**src/rtl/sequential_divider_if.sv**
```systemverilog
// Request/result bundle for sequential_divider.
// The Sinal operand only exists when DIVIDER_SIGNED_EN is defined.
interface sequential_divider_if #(parameter int WIDTH = 16);
    logic             Start;
    logic [WIDTH-1:0] Dividendo;
    logic [WIDTH-1:0] Divisor;
`ifdef DIVIDER_SIGNED_EN
    logic             Sinal;
`endif
    logic [WIDTH-1:0] Quociente;
    logic [WIDTH-1:0] Resto;
    logic             Ocupado;
    logic             Pronto;
    logic             DivZero;

`ifdef DIVIDER_SIGNED_EN
    modport master (output Start, Dividendo, Divisor, Sinal,
                    input  Quociente, Resto, Ocupado, Pronto, DivZero);
    modport slave  (input  Start, Dividendo, Divisor, Sinal,
                    output Quociente, Resto, Ocupado, Pronto, DivZero);
`else
    modport master (output Start, Dividendo, Divisor,
                    input  Quociente, Resto, Ocupado, Pronto, DivZero);
    modport slave  (input  Start, Dividendo, Divisor,
                    output Quociente, Resto, Ocupado, Pronto, DivZero);
`endif
endinterface

```
**src/rtl/sequential_divider.sv**
```systemverilog
// Multi-cycle restoring divider, one quotient bit per clock, WIDTH iterations.
// Define DIVIDER_SIGNED_EN to add two's-complement division selected by Sinal.
module sequential_divider #(
    parameter int WIDTH = 16
) (
    input  logic                 Clk,
    input  logic                 Reset,
    sequential_divider_if.slave  bus
);
    localparam int CW = (WIDTH > 1) ? $clog2(WIDTH) : 1;
    localparam logic [WIDTH-1:0] ONE = WIDTH'(1);

    typedef enum logic [1:0] {IDLE, CALC, ZERO, DONE} state_t;
    state_t state, state_nxt;

    logic [CW-1:0]    cnt;
    logic [WIDTH-1:0] r, q, d;
    logic             neg_q, neg_r, div_zero;
    logic [WIDTH:0]   r_sh, r_sub;
    logic             ge;
    logic             sa, sb;
    logic [WIDTH-1:0] a_in, b_in;

    // Operands are reduced to magnitudes on entry; signs are restored at the output.
`ifdef DIVIDER_SIGNED_EN
    assign sa = bus.Sinal & bus.Dividendo[WIDTH-1];
    assign sb = bus.Sinal & bus.Divisor[WIDTH-1];
`else
    assign sa = 1'b0;
    assign sb = 1'b0;
`endif
    assign a_in = sa ? (~bus.Dividendo + ONE) : bus.Dividendo;
    assign b_in = sb ? (~bus.Divisor + ONE) : bus.Divisor;

    assign r_sh  = {r, q[WIDTH-1]};
    assign r_sub = r_sh - {1'b0, d};
    assign ge    = (r_sh >= {1'b0, d});

    always_ff @(posedge Clk or negedge Reset) begin
        if (!Reset) state <= IDLE;
        else        state <= state_nxt;
    end

    always_comb begin
        state_nxt = state;
        case (state)
            IDLE: if (bus.Start) state_nxt = (bus.Divisor == '0) ? ZERO : CALC;
            CALC: if (cnt == CW'(WIDTH - 1)) state_nxt = DONE;
            ZERO: state_nxt = DONE;
            DONE: state_nxt = IDLE;
            default: state_nxt = IDLE;
        endcase
    end

    always_ff @(posedge Clk or negedge Reset) begin
        if (!Reset) begin
            cnt      <= '0;
            r        <= '0;
            q        <= '0;
            d        <= '0;
            neg_q    <= 1'b0;
            neg_r    <= 1'b0;
            div_zero <= 1'b0;
        end else begin
            case (state)
                IDLE: if (bus.Start) begin
                    q        <= a_in;
                    d        <= b_in;
                    r        <= '0;
                    cnt      <= '0;
                    neg_q    <= sa ^ sb;
                    neg_r    <= sa;
                    div_zero <= 1'b0;
                end
                CALC: begin
                    r   <= ge ? r_sub[WIDTH-1:0] : r_sh[WIDTH-1:0];
                    q   <= {q[WIDTH-2:0], ge};
                    cnt <= cnt + CW'(1);
                end
                // Remainder reports the original dividend: undo the magnitude taken on entry.
                ZERO: begin
                    q        <= '1;
                    r        <= neg_r ? (~q + ONE) : q;
                    neg_q    <= 1'b0;
                    neg_r    <= 1'b0;
                    div_zero <= 1'b1;
                end
                default: ;
            endcase
        end
    end

    assign bus.Quociente = neg_q ? (~q + ONE) : q;
    assign bus.Resto     = neg_r ? (~r + ONE) : r;
    assign bus.Ocupado   = (state == CALC) || (state == ZERO);
    assign bus.Pronto    = (state == DONE);
    assign bus.DivZero   = div_zero;
endmodule
```
**src/flat_wrapper.sv**
```systemverilog
// flat-port wrapper written by rule: the top's interface ports become plain ports
module sequential_divider_flat 
#(
    parameter int WIDTH = 16
)
  (Clk, Reset, bus_Start, bus_Dividendo, bus_Divisor, bus_Quociente, bus_Resto, bus_Ocupado, bus_Pronto, bus_DivZero);
  sequential_divider_if #(.WIDTH(WIDTH)) bus_i ();
  input  logic Clk;
  input  logic Reset;
  input wire logic [$bits(bus_i.Start)-1:0] bus_Start;
  input wire logic [$bits(bus_i.Dividendo)-1:0] bus_Dividendo;
  input wire logic [$bits(bus_i.Divisor)-1:0] bus_Divisor;
  output wire logic [$bits(bus_i.Quociente)-1:0] bus_Quociente;
  output wire logic [$bits(bus_i.Resto)-1:0] bus_Resto;
  output wire logic [$bits(bus_i.Ocupado)-1:0] bus_Ocupado;
  output wire logic [$bits(bus_i.Pronto)-1:0] bus_Pronto;
  output wire logic [$bits(bus_i.DivZero)-1:0] bus_DivZero;
  assign bus_i.Start = bus_Start;
  assign bus_i.Dividendo = bus_Dividendo;
  assign bus_i.Divisor = bus_Divisor;
  assign bus_Quociente = bus_i.Quociente;
  assign bus_Resto = bus_i.Resto;
  assign bus_Ocupado = bus_i.Ocupado;
  assign bus_Pronto = bus_i.Pronto;
  assign bus_DivZero = bus_i.DivZero;
  sequential_divider #(.WIDTH(WIDTH)) u_core (.Clk(Clk), .Reset(Reset), .bus(bus_i));
endmodule
```
**config.mk**
```make
export PLATFORM = sky130hd
export DESIGN_NAME = sequential_divider_flat
export DESIGN_NICKNAME = d
export VERILOG_FILES = /design/src/rtl/sequential_divider_if.sv /design/src/rtl/sequential_divider.sv /design/src/flat_wrapper.sv
export SDC_FILE = /design/constraint.sdc
export NUM_CORES = 1
export LEC_CHECK = 0
export CORE_ASPECT_RATIO = 1.5
export CORE_UTILIZATION = 50
export DETAILED_ROUTE_END_ITERATION = 7
export DONT_BUFFER_PORTS = 1
export RECOVER_POWER = 25
export SYNTH_ARGS = -nofsm -noshare
export SYNTH_HDL_FRONTEND = slang
export SYNTH_SLANG_ARGS = --single-unit
```
**constraint.sdc**
```tcl
create_clock -name Clk -period 2.9 [get_ports Clk]
set_clock_uncertainty 0.05 [all_clocks]
set_input_delay 0.58 -clock Clk [delete_from_list [all_inputs] [get_ports Clk]]
set_output_delay 0.58 -clock Clk [all_outputs]
set_load 0.05 [all_outputs]
```
==> After elaboration in Yosys (flattened, before gate mapping) <==
Index checks and enable logic that the tools add are counted.
{ "totals": {"regBits": 56, "in_bits": 35} }
{ "classes": {"magnitude_cmp": 1, "n_eq_ne": 6, "bitwise": 2, "n_addsub": 4, "muxes": 16, "reduce_logical": 11} }
{ "op_table": {"columns": ["cell", "count"], "rows": [
  ["16-bit one-hot mux with 3 select lines", 2],
  ["16-bit 2-to-1 mux", 5],
  ["16-bit by 1-bit adder with 16-bit output (second input constant)", 2],
  ["16-bit inverter", 2],
  ["17-bit by 16-bit greater-or-equal comparator with 1-bit output", 1],
  ["16-bit logical NOT", 1],
  ["16-bit subtractor", 1],
  ["2-bit AND reduction", 5],
  ["2-bit one-hot mux with 4 select lines", 1],
  ["4-bit one-hot mux with 2 select lines", 1],
  ["2-bit 2-to-1 mux", 3],
  ["4-bit by 1-bit adder with 4-bit output (second input constant)", 1],
  ["2-bit equality test (second input constant)", 2],
  ["4-bit equality test (second input constant)", 1],
  ["4-bit 2-to-1 mux", 1],
  ["1-bit one-hot mux with 2 select lines", 2],
  ["2-bit nonzero test", 2],
  ["3-bit nonzero test", 1],
  ["2-bit by 1-bit equality test with 1-bit output (second input constant)", 1],
  ["2-bit logical NOT", 1],
  ["2-bit by 1-bit != test with 1-bit output (second input constant)", 1],
  ["2-bit != test (second input constant)", 1],
  ["1-bit logical OR", 1],
  ["1-bit 2-to-1 mux", 1]
]} }

==> Longest topological paths before layout <==
Gate-level depths: netlist (run 1).
{ "depth": {"depth_word": 4, "depth_mapped": 11} }

==> Worst setup path after synthesis (run 1) <==
Ideal clock, no wire load.
{ "synth_path": {"path_kind": "flip-flop to flip-flop", "from": "register u_core.r[0]", "to": "register u_core.r[11]", "path_slack_ns": 0.161, "path_buffers": 1, "path_stages_with_launch": 11, "arrival_time_ns": 2.568, "path_cell_list": "dfrtp_1 -> ha_1 -> and2b_1 -> o211ai_2 -> a31oi_1 -> nor4_2 -> or3_1 -> buf_4 -> a21oi_4 -> a221o_1 -> a22o_1"} }
{ "synth_between": {"elab_chain_len": 3} }
{ "synth_lines": {"columns": ["item", "line_no", "rtl"], "rows": [
  ["start: declaration", "sequential_divider.sv:17", "logic [WIDTH-1:0] r, q, d;"],
  ["start signal: assignment", "sequential_divider.sv:76", "r <= ge ? r_sub[WIDTH-1:0] : r_sh[WIDTH-1:0];"],
  ["start signal: assignment", "sequential_divider.sv:83", "r <= neg_r ? (~q + ONE) : q;"],
  ["16-bit subtractor / 17-bit by 16-bit greater-or-equal comparator with 1-bit output (equally long branches)", "sequential_divider.sv:36, sequential_divider.sv:37", null],
  ["16-bit 2-to-1 mux (*)", "sequential_divider.sv:76", null],
  ["16-bit one-hot mux with 3 select lines (*)", "sequential_divider.sv:65", "case (state)"]
]} }
Every way passes the cells marked *; elsewhere a longest branch is shown, timed or not.
A chain may end at the register's enable or synchronous reset.

==> Worst setup path after layout (run 1) <==
{ "layout_path": {"from": "register u_core.r[0]", "to": "register u_core.r[14]"} }
Same word-level chain as after synthesis.

==> flow_summary.ini, run 1 <==
[clocking]
cts_tree = yes
insertion_delay_ns = 0.33
path_clk_slew_ns = 0.12
numCtsBuffers = 5
cts_root_buffer = clkbuf_8
cts_sinks = 55
h-tree-depth = 2
cts.path.max_buffers = 2
post-cts-setup-buffers = 0

[route]
vias_per_cell = 6.268
routedWlPerCell_um = 20.18
ant_nets = 0
drc = 0
drt-initial-drc-count = 206
drt_wl_total_mm = 10.56
vias = 3278
drtPass1Iterations = 5

[synthesis]
synthAdderAreaFrac_pct = 8.110
synth_cells = 428
ys_ff_latch = 55
synth_top_area_share_pct = 37.80
yosys_most_used_dff = dfrtp_1
muxShareOfSynthArea_pct = 5.223
synth_top_cell_by_area = dfrtp_1
synth_area_um2 = 3641
ys_types = 57
ys_top_cells_by_area = dfrtp_1 38%, a21oi_1 8.5%, ha_1 7.6%
synth_top_family_by_area = compound AO/OA/AOI/OAI gates
yosys.area_share.simple_pct = 15.84
ys_seq_area_share_pct = 37.80
synth_xor_xnor_area_share_pct = 2.887
synth_compound_area_share_pct = 25.33
ys_async_sr_fraction_pct = 100.0
yosys_warnings = 0
syn_area_per_cell_um2 = 8.507
synth_edf_count = 0
syn-num-nets = 486

[cells_and_area]
area_delta_synth_final_pct = 9.588
num_antenna_cells = 0
drive_gt1_share_pct = 14.38
nets = 502
fin_cells = 523
finalCoreUtilization_pct = 57.46

[setup_path]
crit_chain = buf_4, inv_1, fa_1, nor2b_4, o31a_1, o31a_1, o211a_1, or4_1, nand4_1, a221oi_1, o21ai_1
crit_path_max_fanout = 4
critPathSlowestCell = or4_1
critical_path_class = register to register
cp_common_cell = o31a_1
critPathMaxStageDelay_ns = 0.43
crit_cells = 11
endpoint_kind = register
required_ns = 3.11
path_buf_inv = 2
arrival_ns = 3.02
startpoint_type = register
reg2regPathDepth = 11
crit_family = compound AO/OA/AOI/OAI gates

[timing]
tightest_slew_ns = 1.378
grt_setup_unrepaired = no
finalSetupViolations = 0
fmax_ghz = 0.3561
slew_headroom_pct = 8.163
report.final.slew_viol_count = 0
setup-tns-final_ns = 0
hold_viol = 0
finalCritPeriodShare_pct = 96.83
fin_crit_ns = 2.808

[status]
status = complete, no violations

[global_routing]
grt_pass1_wl_mm = 16.99
grt_max_degree = 56
antenna_found_initial = 0
grt_pass1_vias = 3283
grt-ovfl-total = 0
grt_use_total_pct = 29.43

[placement]
dp.cells = 514
post-dp-hpwl_mm = 8.039
gp_congestion = 0.9347
io_buffers = 0

[die]
ios = 70
fp.dieW_um = 71.68
design.core.area_um2 = 6944
num_rows = 37
start_util_pct = 52.43
die_h_um = 106.5
die-area_um2 = 7634

[min_path]
hold_path.class = input pin to register
hold_depth = 1

[flow_run]
cap_violations = 0
[Yosys cell counts (7+ instances only)]
| cell type | n |
|---|---|
| nand3_1 | 11 |
| a21o_1 | 7 |
| clkbuf_1 | 13 |
| nor3_1 | 8 |
| dfrtp_1 | 55 |
| inv_1 | 23 |
| mux2_2 | 16 |
| nand2_1 | 41 |
| a21oi_1 | 62 |
| o21ai_0 | 49 |
| xnor2_1 | 8 |
| nor2_1 | 35 |
| ha_1 | 22 |
[routing by layer]
metal,vias up,global-route usage (%),wire length [µm]
met4,0,13.59,394
met5,-,0,0
li1,1574,-,-
met3,19,4.929,580
met1,1555,36.02,4279
met2,130,49.87,5303
[through the flow]
stage,hold WS (ns),worst slack (ns),cell area [µm²]
5_1_grt,0.3264,0.005286,3990
6_report,0.3385,0.09199,3990
3_5_place_dp,0.2365,0.1630,3875
3_3_place_gp,0.2359,0.1999,3875
2_1_floorplan,0.2344,0.1606,3641
4_1_cts,0.05889,0.1144,3995
[logic make-up after synthesis]
group | count (synthesis)
AO/OA/AOI/OAI | 153
AND/OR/NAND/NOR | 123
flip-flops | 55
buffers and inverters | 45
adder cells (fa/ha/maj) | 23
multiplexers | 17
XOR/XNOR | 12
[worst paths after layout]
path,startpoint,endpoint,slack [ns]
worst max-delay path,u_core.r[0],u_core.r[14],0.09
worst min-delay path,bus_Divisor[9],u_core.d[9],0.34
worst max register to register,u_core.r[0],u_core.r[14],0.09
worst min register to register,u_core.d[8],u_core.d[8],0.47
max in group asynchronous,Reset,u_core.r[10],1.46
min in group asynchronous,Reset,u_core.r[1],0.50
[cell type report]
type                    count  area [µm²]
well taps                  78       97.59
fillers                   653        2954
clock buffers               5       68.82
repair buffers             31       230.2
flip-flops and latches     55        1376
inverters                  23       86.33
clock inverters             3       23.77
multi-input cells         328        2107
[placed cells by master (no fill, tap or decap), types with 5 or more instances in the layout]
| cell type | count |
|---|---|
| clkbuf_8 | 5 |
| inv_1 | 23 |
| nand3_1 | 11 |
| nand2_1 | 41 |
| o21ai_0 | 48 |
| nand4_1 | 6 |
| nor2_1 | 35 |
| buf_4 | 30 |
| a21oi_1 | 62 |
| a21o_1 | 7 |
| nor3_1 | 7 |
| xnor2_1 | 8 |
| dfrtp_1 | 55 |
| ha_1 | 22 |
| mux2_2 | 16 |
[registers in the layout (all words and copies together), names as in the netlist]
register,count
u_core.d,16
u_core.bus.DivZero,1
u_core.state,2
u_core.cnt,4
u_core.r,16
u_core.q,16
[what timing repair did]
item / in CTS / in global routing
setup endpoints to repair: 0 / 5
gates resized for setup: 0 / 4
endpoints found under the hold margin: 55 / 0
hold buffers: 1 / 0
[worst register-to-register path, cell delays in order, from the launching register on]
cell and delay [ns]:
dfrtp_1 0.41, buf_4 0.21, inv_1 0.10, fa_1 0.27, nor2b_4 0.06, o31a_1 0.27
o31a_1 0.29, o211a_1 0.30, or4_1 0.43, nand4_1 0.11, a221oi_1 0.08, o21ai_1 0.16
Power of run 1 is left out: the tool's default activity adds up to more than one toggle a clock period on the data nets, which glitch-free logic cannot reach.
==> inputs of run 2 (changes only) <==
--- a/config.mk
+++ b/config.mk
@@ -5,6 +5,7 @@
 export SDC_FILE = /design/constraint.sdc
 export NUM_CORES = 1
 export LEC_CHECK = 0
+export ABC_AREA = 1
 export CORE_ASPECT_RATIO = 1.5
 export CORE_UTILIZATION = 50
 export DETAILED_ROUTE_END_ITERATION = 7
==> run 2 against run 1 <==
Net effect:
- maximum frequency increased by 18%
- final cell count up 29%
- sequential cell count did not move
- largest cell class unchanged
- hold slack better by 0.049 ns
- first-iteration DRC count shrank 11%
- core utilization shrank 0.90 points
- count of clock-buffer cells in the layout up 1
- highest routed layer unchanged
- die area grew 7.9%
==> flow_summary.ini, run 2 <==
[synthesis]
synthTopCellsByCount = 156 x nand2_1, 84 x inv_1, 55 x dfrtp_1
synth_cells = 561
ys_ff_latch = 55
yosys_warnings = 0
synth_edf_count = 0
ys_seq_area_share_pct = 34.95
syn_area_per_cell_um2 = 7.019
synth_area_um2 = 3938
synth_top_cell_by_area = dfrtp_1
syn-num-nets = 619
synth_top_area_share_pct = 34.95
ys_async_sr_fraction_pct = 100.0
ys_top_cells_by_area = dfrtp_1 35%, nand2_1 15%, inv_1 8.0%
yosysMostFrequentCell = nand2_1
yosys_most_used_dff = dfrtp_1
ys_types = 37

[clocking]
h-tree-depth = 2
numCtsBuffers = 5
cts_root_buffer = clkbuf_16
insertion_delay_ns = 0.29
cts_sinks = 55
cts_tree = yes
path_clk_slew_ns = 0.07
cts_resized = 0
cts.path.max_buffers = 2

[route]
drt-initial-drc-count = 184
vias = 3624
drtPass1Iterations = 4
vias_per_cell = 5.369
ant_nets = 0
drt_wl_total_mm = 10.64
drc = 0
routedWlPerCell_um = 15.76

[placement]
post-dp-hpwl_mm = 8.523
place_ws_ns = 0.5307
dp.cells = 667
io_buffers = 0
gp_congestion = 0.9265

[timing]
report.final.slew_viol_count = 0
tightest_slew_ns = 1.425
hold_viol = 0
setup-tns-final_ns = 0
layout_setup_ws_ns = 0.5117
finalSetupViolations = 0
holdWs_ns = 0.3872
fmax_ghz = 0.4187
slew_headroom_pct = 5.026
fin_crit_ns = 2.388
finalCritPeriodShare_pct = 82.36
grt_setup_unrepaired = no

[die]
design.core.area_um2 = 7612
num_rows = 39
die_h_um = 110.7
fp.dieW_um = 74.46
ios = 70
start_util_pct = 51.73
die-area_um2 = 8241

[pwr]
switching_share_pct = 55.69
power_frac_seq_pct = 29.7
power_frac_comb_pct = 58.7
p_leak_uw = 0.002296
power.switching_uw = 3223
internal-power_uw = 2565
powerDensity_nw_per_um2 = 1344
clockPowerShare_pct = 11.6
max-vdd-ir-drop_mv = 1.035

[global_routing]
grt_use_total_pct = 27.84
antenna_found_initial = 0
grt_pass1_vias = 3606
grt_max_degree = 56
grt-ovfl-total = 0
grt_pass1_wl_mm = 17.36

[cells_and_area]
mostFrequentLayoutCells = 156 x nand2_1, 84 x inv_1, 55 x dfrtp_1
fillers = 792
finalCoreUtilization_pct = 56.56
nets = 631
reg.largest.list = u_core.d x16, u_core.q x16, u_core.r x16
fin_cells = 675
final_common_cell = nand2_1
drive_gt1_share_pct = 10.65
area_delta_synth_final_pct = 9.342
num_antenna_cells = 0

[setup_path]
critical_path_class = register to register
required_ns = 3.03
crit_path_max_fanout = 17
startpoint_type = register
arrival_ns = 2.51
reg2regPathDepth = 13
endpoint_kind = register

[min_path]
hold_depth = 2
hold_path.class = input pin to register

[status]
status = complete, no violations

[flow_run]
cap_violations = 0
==> run 2: cell types whose count changed in the layout (fill, tap and decap cells not counted), sizes merged, moves of 7 or more <==
| cell | before | now |
|---|---|---|
| nor2 | 35 | 42 |
| buf | 30 | 22 |
| nand3 | 11 | 43 |
| a21oi | 63 | 27 |
| mux2 | 16 | 1 |
| o211ai | 5 | 16 |
| nand3b | 0 | 8 |
| nand2 | 41 | 166 |
| inv | 24 | 89 |
==> run 2: worst paths after layout <==
| check | end | start | slack (ns) |
|---|---|---|---|
| max | u_core.q[0] | u_core.r[3] | 0.51 |
| min | u_core.q[1] | bus_Dividendo[1] | 0.39 |
| max reg2reg | u_core.q[0] | u_core.r[3] | 0.51 |
| min reg2reg | u_core.d[4] | u_core.d[4] | 0.47 |
| max in group asynchronous | u_core.r[4] | Reset | 1.37 |
| min in group asynchronous | u_core.d[5] | Reset | 0.54 |
==> run 2: through the flow <==
stage	power [µW]	instance area, µm²
finish	5788	4305
detailed placement	5119	4141
global route	6291	4305
global placement	5084	4141
CTS	5832	4328
floorplan	4323	3938
==> run 2: worst max-delay path, cell delays in order (launching register included) <==
cell	delay (ns)
dfrtp_1	0.41
ha_1	0.37
nand2_1	0.10
inv_1	0.06
nand2_1	0.10
nor2_2	0.05
nand2_2	0.07
nor2_4	0.04
nor2_4	0.32
nand2_4	0.24
nand2_1	0.18
nand2_1	0.06
o211ai_1	0.11
o21ai_0	0.10
==> run 2: repair_timing <==
item | in CTS | in global routing
endpoints found under the hold margin | 55 | 0
setup buffers | 0 | 0
hold buffers | 1 | 0
==> run 2: cell families (layout without fill, tap and decap cells) <==
logic type,after synthesis,count (layout),synth area share [%]
buffers and inverters,107,119,10.80
and+or+nand+nor,274,274,31.49
AOI/OAI and AO/OA,94,94,13.41
xor gates and xnor gates,7,7,1.557
muxes,1,1,0.2860
DFF,55,55,34.95
adders and majority gates,23,23,7.499
==> run 2: power by group through the flow <==
stage,combinational (µW),clock [µW],sequential [µW]
after CTS,3420,690,1720
after floorplan,2350,0,1970
after global routing,3810,716,1760
after detailed placement,3380,0,1740
after global placement,3350,0,1730
final,3400,670,1720
==> run 2: routing by layer <==
metal  track usage [%]  up-vias  share of wire, %
li1                  -     1812                 -
met1             33.29     1702                41
met2             46.73       93                50
met3             5.727       17               5.8
met4             12.20        0               3.0
met5                 0        -                 0
==> run 2: final cells by class <==
cell class	count	area, µm²	share of cell area [%]
multi-input combinational	399	2138	49.67
sequential	55	1376	31.97
inverter	89	334.1	7.759
timing repair buffer	23	170.2	3.952
clock buffer	6	128.9	2.993
tap	102	127.6	2.964
clock inverter	1	30.03	0.6975
Note: power is estimated with default switching activity, not from simulation.
==> inputs of run 3 (changes only) <==
==> constraint.sdc (replaced) <==
create_clock -name Clk -period 2.2 [get_ports Clk]
set_clock_uncertainty 0.05 [all_clocks]
set_input_delay 0.44 -clock Clk [delete_from_list [all_inputs] [get_ports Clk]]
set_output_delay 0.44 -clock Clk [all_outputs]
set_load 0.05 [all_outputs]
==> run 3 against run 2 <==
Net effect:
- sequential power grew 33%
- sequential share of layout area down 2.6 points
- final cell count rose by 3.1%
- combinational power rose by 52%
- die area did not move
- via count grew 2.5%
- first-iteration DRC count is 6.0% higher
- design area grew 8.9%
- sequential cell count stayed put
- non-clock buffer count is 20 higher
- clock power is 25% higher
==> flow_summary.ini, run 3 (synthesized netlist as in run 2, its figures left out) <==
[pwr]
p_leak_uw = 0.002386
max-vdd-ir-drop_mv = 1.268
total_power_uw = 8297
powerDensity_nw_per_um2 = 1769

[placement]
post-dp-hpwl_mm = 8.440
placed_area_um2 = 4243
dp.cells = 680
io_buffers = 0
gp_congestion = 0.9079

[cells_and_area]
mostFrequentLayoutCells = 151 x nand2_1, 80 x inv_1, 54 x dfrtp_1
drive_gt1_share_pct = 18.86
num_antenna_cells = 0
nets = 652
final_common_cell = nand2_1
fin_area_um2 = 4690
fin_cells = 696
area_delta_synth_final_pct = 19.10
reg.largest.list = u_core.d x16, u_core.q x16, u_core.r x16
finalCoreUtilization_pct = 61.60

[timing]
fmax_ghz = 0.4806
finalCritPeriodShare_pct = 94.59
report.final.slew_viol_count = 0
fin_crit_ns = 2.081
holdWs_ns = 0.2436
tightest_slew_ns = 1.232
grt_setup_unrepaired = yes
hold_viol = 0
finalSetupViolations = 0
slew_headroom_pct = 17.85

[route]
drc = 0
drt_wl_total_mm = 11.21
ant_nets = 0
routedWlPerCell_um = 16.10
vias = 3716
vias_per_cell = 5.339
drtPass1Iterations = 4
drt-initial-drc-count = 195

[clocking]
h-tree-depth = 2
path_clk_slew_ns = 0.07
cts_tree = yes
cts_root_buffer = clkbuf_16
cts_sinks = 55
cts.path.max_buffers = 2
insertion_delay_ns = 0.30
numCtsBuffers = 5

[die]
design.core.area_um2 = 7612
die-area_um2 = 8241
num_rows = 39
fp.dieW_um = 74.46
die_h_um = 110.7
ios = 70
start_util_pct = 51.73

[status]
status = complete, no violations

[setup_path]
endpoint_kind = register
r2r_start = u_core.r[3]
crit_chain = ha_4, nand2_1, inv_1, nand2_1, nor2_2, nand2_2, nor2_4, nor2_4, buf_12, nand2_8, nand2_1, nand3_1, o21ai_0, nand2_1, nand2_1
cp_common_cell = nand2_1
critPathMaxStageDelay_ns = 0.42
critical_path_class = register to register
startpoint_type = register
r2r-end = u_core.r[3]
crit_path_max_fanout = 9
reg2reg_slack_ns = 0.12
critPathSlowestCell = dfrtp_1
arrival_ns = 2.22
reg2regPathDepth = 15
required_ns = 2.33

[global_routing]
grt_pass1_vias = 3703
grt_use_total_pct = 28.66
grt_max_degree = 56
antenna_found_initial = 0
grt_pass1_wl_mm = 18.00
grt-ovfl-total = 0

[flow_run]
cap_violations = 0

[min_path]
whs_endpoint = u_core.d[0]
hold_path.class = input pin to register
hold_start = bus_Divisor[0]
hold_depth = 1
-- run 3: layer usage --
metal,track usage [%],part of all wire (%),up-vias
li1,-,-,1864
met1,35.25,41,1738
met2,48.53,51,93
met3,4.909,4.4,21
met4,10.94,3.2,0
met5,0,0,-
-- run 3: report_power, final --
group          total (µW)  switching [µW]  internal, µW
combinational        5180            3310          1880
sequential           2280             824          1450
clock                 837             385           453
-- run 3: worst max-delay path, delay by kind of cell (launching register included) --
family	cells	cell delay (ns)
compound gates	1	0.08
fa+ha+maj	1	0.30
buf+inv	2	0.21
flops	1	0.42
simple gates	11	0.89
-- run 3: how the worst max path moves through the flow --
stage,from,end,slack [ns],depth (start not counted)
detailed placement,u_core.q[15],u_core.r[8],-0.05,12
finish,u_core.r[3],u_core.r[3],0.12,15
CTS,u_core.r[12],u_core.r[9],0.006,14
global route,u_core.r[5],u_core.r[13],-0.02,15
global placement,u_core.q[15],u_core.r[8],-0.05,12
floorplan,u_core.r[13],u_core.r[5],0.004,12
-- run 3: layout make-up --
type | instances | area [µm²]
flip-flops and latches | 55 | 1378
well taps | 102 | 127.6
repair buffers | 43 | 355.3
fillers | 773 | 2923
inverters | 89 | 334.1
multi-input cells | 400 | 2347
clock buffers | 6 | 138.9
clock inverters | 1 | 8.758
-- run 3: repair_timing --
action	in CTS	in global routing
pin swaps	0	14
gates resized for setup	2	38
endpoints found under the hold margin	55	0
setup endpoints to repair	1	17
hold buffers	2	0
cloned	0	1
setup buffers	0	6
-- run 3: per-stage QoR --
step | setup WS [ns] | TNS [ns]
detailed placement | -0.04983 | -0.04983
global placement | -0.05366 | -0.05366
floorplan | 0.003539 | 0
CTS | 0.005579 | 0
finish | 0.1191 | 0
global route | -0.02310 | -0.1308
